$ cat config.mk
export PLATFORM = sky130hd
export DESIGN_NAME = switch_entry_ctrl
export DESIGN_NICKNAME = d
export VERILOG_FILES = /design/src/rtl/switch_entry_pkg.sv /design/src/rtl/switch_debouncer.sv /design/src/rtl/switch_entry_ctrl.sv
export SDC_FILE = /design/constraint.sdc
export NUM_CORES = 1
export LEC_CHECK = 0
export ABC_CLOCK_PERIOD_IN_PS = 2710
export CAP_MARGIN = 25
export CORE_MARGIN = 3
export CORE_UTILIZATION = 50
export CTS_CLUSTER_SIZE = 8
export DETAILED_ROUTE_END_ITERATION = 8
export HOLD_SLACK_MARGIN = 0.06
export PLACE_DENSITY = 0.76
export SETUP_SLACK_MARGIN = 0.15
export SLEW_MARGIN = 20
export SYNTH_ARGS = -nofsm -noshare
export SYNTH_HDL_FRONTEND = slang
export SYNTH_HIERARCHICAL = 1
export SYNTH_SLANG_ARGS = --single-unit
$ cat constraint.sdc
create_clock -name i_Clk -period 2.71 [get_ports i_Clk]
set_input_delay 0.4065 -clock i_Clk [delete_from_list [all_inputs] [get_ports i_Clk]]
set_output_delay 0.4065 -clock i_Clk [all_outputs]
set_load 0.01 [all_outputs]
$ cat src/rtl/switch_entry_pkg.sv
// switch_entry_pkg: shared widths, switch indices and BCD helper for the switch entry block
package switch_entry_pkg;
  localparam int DIGIT_W = 4;
  localparam int ENTRY_W = 8;
  localparam logic [DIGIT_W-1:0] DIGIT_MAX = 4'd9;
  localparam int SW_UNITS = 0;
  localparam int SW_TENS = 1;
  localparam int SW_SUBMIT = 2;
  localparam int SW_CLEAR = 3;
  typedef logic [DIGIT_W-1:0] digit_t;
  function automatic digit_t bcd_inc(input digit_t d);
    return (d == DIGIT_MAX) ? '0 : digit_t'(d + 1'b1);
  endfunction
endpackage

$ cat src/rtl/switch_debouncer.sv
// switch_debouncer: 2-flop synchronizer, debounce counter, stable level and press pulse
module switch_debouncer #(
  parameter int DEBOUNCE_CYCLES = 250000
) (
  input  logic i_Clk,
  input  logic i_Rst,
  input  logic i_sw,
  output logic o_level,
  output logic o_press
);
  localparam int CW = $clog2(DEBOUNCE_CYCLES);
  logic [1:0] r_sync;
  logic [CW-1:0] r_cnt;
  logic r_stable, r_prev, r_press;
  logic w_flip;
  // the DEBOUNCE_CYCLES-th mismatched edge flips the level instead of storing the count
  assign w_flip = (r_sync[1] != r_stable) && (r_cnt == CW'(DEBOUNCE_CYCLES - 1));
  always_ff @(posedge i_Clk or posedge i_Rst) begin
    if (i_Rst) begin
      r_sync   <= '0;
      r_cnt    <= '0;
      r_stable <= 1'b0;
      r_prev   <= 1'b0;
      r_press  <= 1'b0;
    end else begin
      r_sync   <= {r_sync[0], i_sw};
      r_cnt    <= (r_sync[1] == r_stable || w_flip) ? '0 : r_cnt + 1'b1;
      r_stable <= r_stable ^ w_flip;
      r_prev   <= r_stable;
      r_press  <= r_stable & ~r_prev;
    end
  end
  assign o_level = r_stable;
  assign o_press = r_press;
endmodule

$ cat src/rtl/switch_entry_ctrl.sv
// switch_entry_ctrl: debounced switches build a 2-digit BCD entry offered to the CPU via valid/ready
// Optional auto-repeat on the digit switches is enabled by defining SWITCH_AUTOREPEAT_EN.
module switch_entry_ctrl
  import switch_entry_pkg::*;
#(
  parameter int DEBOUNCE_CYCLES = 250000,
  parameter int REPEAT_CYCLES = 6250000
) (
  input  logic               i_Clk,
  input  logic               i_Rst,
  input  logic               i_Switch_1,
  input  logic               i_Switch_2,
  input  logic               i_Switch_3,
  input  logic               i_Switch_4,
  output logic [ENTRY_W-1:0] o_entry,
  output logic [ENTRY_W-1:0] o_data,
  output logic               o_valid,
  input  logic               i_ready,
  output logic               o_drop
);
  logic [3:0] w_sw, w_level, w_press, w_ev;
  logic [1:0] w_rep;
  logic w_inc_u, w_inc_t, w_sub;
  digit_t r_units, r_tens, w_units_n, w_tens_n;
  logic [ENTRY_W-1:0] r_entry, r_data;
  logic r_valid, r_drop;
  assign w_sw = {i_Switch_4, i_Switch_3, i_Switch_2, i_Switch_1};
  genvar i;
  for (i = 0; i < 4; i++) begin : g_db
    switch_debouncer #(.DEBOUNCE_CYCLES(DEBOUNCE_CYCLES)) u_db (
      .i_Clk   (i_Clk),
      .i_Rst   (i_Rst),
      .i_sw    (w_sw[i]),
      .o_level (w_level[i]),
      .o_press (w_press[i])
    );
  end
`ifdef SWITCH_AUTOREPEAT_EN
  localparam int RW = $clog2(REPEAT_CYCLES);
  for (i = 0; i < 2; i++) begin : g_rep
    logic [RW-1:0] r_rep;
    // counting restarts at the press so repeats land every REPEAT_CYCLES after it
    assign w_rep[i] = w_level[i] && !w_press[i] && (r_rep == RW'(REPEAT_CYCLES - 1));
    always_ff @(posedge i_Clk or posedge i_Rst) begin
      if (i_Rst) r_rep <= '0;
      else r_rep <= (!w_level[i] || w_press[i] || w_rep[i]) ? '0 : r_rep + 1'b1;
    end
  end
`else
  assign w_rep = '0;
`endif
  assign w_ev    = w_press & w_level;
  assign w_inc_u = w_ev[SW_UNITS] | w_rep[0];
  assign w_inc_t = w_ev[SW_TENS] | w_rep[1];
  assign w_sub   = w_ev[SW_SUBMIT];
  always_comb begin
    w_units_n = w_ev[SW_CLEAR] ? '0 : w_inc_u ? bcd_inc(r_units) : r_units;
    w_tens_n  = w_ev[SW_CLEAR] ? '0 : w_inc_t ? bcd_inc(r_tens) : r_tens;
  end
  always_ff @(posedge i_Clk or posedge i_Rst) begin
    if (i_Rst) begin
      r_units <= '0;
      r_tens  <= '0;
      r_entry <= '0;
      r_data  <= '0;
      r_valid <= 1'b0;
      r_drop  <= 1'b0;
    end else begin
      r_units <= w_units_n;
      r_tens  <= w_tens_n;
      r_entry <= ENTRY_W'(w_tens_n) * ENTRY_W'(10) + ENTRY_W'(w_units_n);
      r_valid <= r_valid ? !i_ready : w_sub;
      if (w_sub && !r_valid) r_data <= r_entry;
      r_drop  <= w_sub & r_valid;
    end
  end
  assign o_entry = r_entry;
  assign o_data  = r_data;
  assign o_valid = r_valid;
  assign o_drop  = r_drop;
endmodule

## Yosys cells after proc, flatten, opt, wreduce, memory -nomap -nowiden

Cells that the tools add are included.

- Output and inout bits: 18
- Bits in latches: 0
- Input bits: 7
- Word-level logic and storage cells: 84
- Bits in read-only memories: 0
- Register bits: 118
- Bits in writable memories: 0
- Memories kept: 0

- Reductions and logical operators: 11
- Divide/modulo/power cells: 0
- Equal/unequal tests: 14
- Bitwise gates (word level): 14
- $mul: 1
- Muxes and demuxes: 11
- $add $sub $neg: 7
- Order comparisons: 0
- Shift-type cells: 0

Operator list:

| cell | count |
|---|---|
| adder 18 x 1 -> 18 bit, second input constant | 4 |
| equality test 18 bit, second input constant | 4 |
| two-way mux 18 bit | 4 |
| two-way mux 4 bit | 6 |
| adder 4 x 1 -> 4 bit, second input constant | 2 |
| adder 8 x 4 -> 8 bit | 1 |
| equality test 4 bit, second input constant | 2 |
| multiplier 4 x 3 -> 7 bit, second input constant | 1 |
| AND 1 bit | 5 |
| logical AND 1 bit | 5 |
| AND 4 bit | 1 |
| equality test 1 bit | 4 |
| logical OR 1 bit | 4 |
| inequality test 1 bit | 4 |
| inverter 1 bit | 4 |
| XOR 1 bit | 4 |
| zero test 1 bit | 2 |
| two-way mux 1 bit | 1 |

## Depth between registers and ports, before layout

- Word-level depth: 6
- Mapped depth: 13
- Depth with buffers taken out: 13

## Modules after synthesis

Netlist, hierarchy kept.

Modules (own cells, without submodules):

| module | times used | area an instance (µm²) | cells each | seq. area each (µm²) |
|---|---|---|---|---|
| switch_debouncer | 4 | 1066.0 | 100 | 575.6 |
| switch_entry_ctrl | 1 | 1310.0 | 115 | 625.6 |

## Worst setup path before layout

OpenSTA, ideal clock, no wires.

- Path type: reg-to-reg
- Start point: reg with a tool-made name
- End point: reg r_entry[7], in the netlist o_entry[7]
- Stages on the path, launching flop included: 13
- Setup time: 141 ps
- Arrival: 2582 ps
- Buffers on the path: 1
- Setup slack: -14 ps
- Required time: 2569 ps
- Clock period less this slack: 2724 ps
- Cells stage by stage: dfrtp_1 -> and2_1 -> buf_6 -> nor3_4 -> and2_4 -> ha_1 -> ha_1 -> inv_1 -> fa_1 -> nor2b_1 -> o21ai_0 -> o2111ai_1 -> o311ai_2

RTL lines:

| element | RTL line | source |
|---|---|---|
| end signal: assignment | switch_entry_ctrl.sv:71 | `r_entry <= ENTRY_W'(w_tens_n) * ENTRY_W'(10) + ENTRY_W'(w_units_n);` |
| end: declaration | switch_entry_ctrl.sv:25 | `logic [ENTRY_W-1:0] r_entry, r_data;` |

## Worst setup path in the final report

- Start point: reg r_tens[3]
- End point: reg r_entry[6], in the netlist o_entry[6]

- Cells in the longest elaborated chain, start to end: 6
- Elaborated cells on any way between the ends: 7
- Classes of those cells: add/sub: 2; mul: 1; eq/ne: 1; mux: 3

Ends and longest elaborated chain:

| element | RTL line | source |
|---|---|---|
| start: declaration | switch_entry_ctrl.sv:24 | `digit_t r_units, r_tens, w_units_n, w_tens_n;` |
| start signal: assignment | switch_entry_ctrl.sv:70 | `r_tens <= w_tens_n;` |
| equality test 4 bit | switch_entry_pkg.sv:12 | `return (d == DIGIT_MAX) ? '0 : digit_t'(d + 1'b1);` |
| two-way mux 4 bit | switch_entry_pkg.sv:12 |  |
| two-way mux 4 bit (2 in a row) | switch_entry_ctrl.sv:58 | `w_tens_n = w_ev[SW_CLEAR] ? '0 : w_inc_t ? bcd_inc(r_tens) : r_tens;` |
| named net w_tens_n[1] | switch_entry_ctrl.sv:24 |  |
| multiplier 4 x 3 -> 7 bit | switch_entry_ctrl.sv:71 |  |
| adder 8 x 4 -> 8 bit | switch_entry_ctrl.sv:71 |  |

The timed path passes the listed nets, and every way through them passes these cells.
A chain may end at the register's enable or synchronous reset.

==> summary.txt <==
Run status
  – Outcome: finished, final reports clean

Logic synthesis
  – Ys flop type: dfrtp_1
  – Yosys cell types: 39
  – Number of synthesized flops with an enable pin: 0
  – Async S/R FF share, synth: 100%
  – Post-synthesis sequential area ratio: 52.5%
  – Syn_area_per_cell: 10.8 um2
  – Mapped Area: 0.00557 mm2
  – Synthesis-stage register bit count: 117
  – Ys Warns: 6
  – Mapped Nets: approximately 540
  – Post-Synthesis Cells: between 500 and 600

STA
  – Setup total negative slack: 0 ns
  – Final min period: 2.68 ns
  – Slew Limit Fails: 0
  – Relative slew slack: between 40 and 50%
  – Final setup viols: 0
  – Hold_ws: 0.331 ns
  – RSZ-0062 raised after global routing: yes
  – Final period util: 98.8%
  – Hold Vio Cnt, Final: 0
  – Final worst setup slack: about 0.032 ns
  – Clk_skew: 0.0109 ns
  – Maximum clock frequency: 0.373 GHz
  – Worst-margin pin slew: 0.855 ns

Critical path
  – Critical Path Max Stage Delay: 0.46 ns
  – Worst r2r src: r_tens[3]$_DFF_PP0_
  – Worst setup SP type: flip-flop
  – CP max FO: 4
  – Setup crit end kind: flip-flop
  – Most Frequent Cell on Critical Path: ha_4
  – Critical path's slowest cell: fa_2
  – Critical path class: reg2reg
  – CP required: 3.14 ns
  – Critical Path AT: a little over 3 ns
  – Critical path origin: r_tens[3]$_DFF_PP0_
  – Critical-path cell list: nor2b_4 > nor3_2 > a21oi_2 > nor2_4 > ha_4 > ha_4 > inv_2 > fa_2 > nand3b_1 > o2bb2ai_2 > xnor2_2 > xnor2_1

Floorplanning
  – Die Y: 112 um
  – I/O pin cnt: 25
  – Die Area: 0.0125 mm2
  – Die Wd: 112 um
  – Initial Utilization: between 50% and 60%
  – Core Area: between 0.01 and 0.015 mm2
  – Cell Rows: 37

Clock network
  – TritonCTS buffer count: 17
  – Clk_lat worst skew: 0.51 ns
  – H-tree depth: 4
  – Clock buffer depth: 2
  – CTS tree: built
  – # clock sinks: 117
  – Post-CTS Hold Fix Bufs: 0
  – CTS root buffer: clkbuf_8
  – Clock-pin slew on the worst setup and hold paths: 0.05 ns

Finish
  – Layout cells sized above 1: 20.5%
  – Area grow syn2layout: 23.5%
  – Finished Layout Cells: between 700 and 800
  – Filler Cells Inserted: 734
  – Nets: 604
  – Finished Core Util: 64.9%
  – Antenna diode count: 0

Pwr
  – Pwr Density: 571 mW/mm2
  – Max rail drop VDD: about 0.64 mV
  – Sequential group share of total power: 45.5%
  – Clock share of power: approximately 52%
  – Pleak: around 3 nW
  – Internal power: 0.00310 W
  – Switching power: 0.000826 W
  – Net Sw Frac: between 20% and 30%
  – Combinational Power Share: 2.7%

Detailed routing
  – Average wire per standard cell: 15.6 um
  – Residual DRC: 0
  – Total vias in the final route: 4001
  – Routed Antenna Nets: 0
  – DRT Pass-1 Iters: 4
  – Drt total wl: 11.4 mm
  – 1st-iter DRT viols: 389
  – Via density: 5.48

GRT
  – Vias in the first global route: 4206
  – GR Util met1: 23.8%
  – Grt ovf: 0
  – Global-route usage over all layers: a little under a fifth
  – Antenna violations before repair: 0
  – Grt peak-use layer: met2
  – Global Route met2 Usage: 30.9%
  – First-pass GRT wire length: 19.4 mm
  – Met3 GRT Util: 5.00%
  – Largest net degree at the start of global routing: 26

Placement
  – Final Wtd Congestion: 0.834
  – Pre-CTS WS: -0.0476 ns
  – DP HPWL: 6.99 mm
  – Port bufs: 24
  – Placed cell count: 688

Run
  – Max-Cap Viols: 0

Worst hold path
  – Hold Crit Start: i_Switch_2
  – Hold Path Class: in2reg
-- state kept, by name, indices dropped and copies added, names as in the netlist, named ones only --
register	flops
r_tens	4
g_db.u_db/r_prev	4
o_data	8
o_valid	1
g_db.u_db/r_cnt	72
g_db.u_db/r_sync	8
o_entry	8
r_units	3
g_db.u_db/o_press	4
o_drop	1
-- final timing paths --
path | to | slack, ns | depth (start not counted)
setup / recovery | o_entry[6]$_DFF_PP0_ | 0.03 | 12
hold / removal | g_db[1].u_db/r_sync[0]$_DFF_PP0_ | 0.33 | 1
setup reg to reg | o_entry[6]$_DFF_PP0_ | 0.03 | 12
hold reg to reg | g_db[0].u_db/r_sync[1]$_DFF_PP0_ | 0.35 | 0
max in group asynchronous | g_db[0].u_db/r_cnt[5]$_DFF_PP0_ | 1.57 | 2
min in group asynchronous | g_db[1].u_db/r_cnt[13]$_DFF_PP0_ | 0.45 | 3
-- worst max-delay path: cells and delay by family, from the launching register on --
kind                     cells  cell delay [ns]
adder cells (fa/ha/maj)      3             0.84
AND/OR/NAND/NOR              4             0.70
flip-flops                   1             0.45
XOR/XNOR                     2             0.28
AO/OA/AOI/OAI                2             0.26
buffers and inverters        1             0.05
-- synth_stat cells, types with 12 or more instances --
| cell type | instances | area share, % |
|---|---|---|
| nand4_1 | 17 | 1.9 |
| xor2_1 | 15 | 2.4 |
| dfrtp_1 | 117 | 53 |
| inv_1 | 29 | 2.0 |
| nand2_1 | 18 | 1.2 |
| nor3_1 | 20 | 1.8 |
| nor2_1 | 93 | 6.3 |
| xnor2_1 | 56 | 8.8 |
| ha_1 | 13 | 2.9 |
| nor4_1 | 20 | 2.2 |
| mux2_2 | 12 | 2.4 |
| nand3_1 | 28 | 2.5 |
-- per-layer routing --
metal / share of wire [%] / up-vias
met5: 0 / -
met4: 2.4 / 0
met3: 3.5 / 27
met2: 50 / 105
met1: 44 / 1963
li1: - / 1906
-- cells by family after synthesis --
logic type      synth area share [%]
compound gates                  5.14
xor+xnor                        11.2
fa+ha+maj                       3.64
buf+inv                         2.65
flops                           52.5
mux                             2.42
simple gates                    22.5
-- through the flow --
step,cell area [um2],power [W]
after floorplan,5600,0.00188
after global placement,6120,0.00192
after detailed placement,6120,0.00192
after CTS,6790,0.00397
after global routing,6880,0.00407
final,6880,0.00393
-- power by group through the flow --
stage          combinational (W)  clock [W]  sequential [W]
2_1_floorplan          0.0000705          0         0.00181
3_3_place_gp            0.000104          0         0.00181
3_5_place_dp            0.000107          0         0.00182
4_1_cts                 0.000108    0.00207         0.00179
5_1_grt                 0.000121    0.00216         0.00179
6_report                0.000104    0.00204         0.00179
-- placed cells by master, fill, tap and decap left out, types with 12 or more instances in the layout --
| cell type | instances |
|---|---|
| clkdlybuf4s50_1 | 24 |
| xor2_1 | 15 |
| dfrtp_1 | 111 |
| nand3_1 | 27 |
| nand4_1 | 17 |
| nor2_1 | 92 |
| clkbuf_16 | 16 |
| nor3_1 | 18 |
| inv_1 | 28 |
| xnor2_1 | 55 |
| nand2_1 | 18 |
| mux2_2 | 12 |
| nor4_1 | 20 |
| buf_4 | 30 |
-- layout make-up --
cell class | count | area [um2] | area share [%]
flip-flops and latches | 117 | 2940 | 42.6
clock buffers | 22 | 473 | 6.87
well taps | 136 | 170 | 2.47
multi-input cells | 363 | 2650 | 38.5
clock inverters | 9 | 77.6 | 1.13
repair buffers | 54 | 465 | 6.76
inverters | 29 | 109 | 1.58
-- timing repair --
item | in CTS | in global routing
setup buffers | 8 | 3
setup endpoints to repair | 2 | 3
gates cloned | 0 | 0
pin swaps | 8 | 6
resized for setup | 19 | 14
Note: power is estimated with default switching activity, not from simulation.
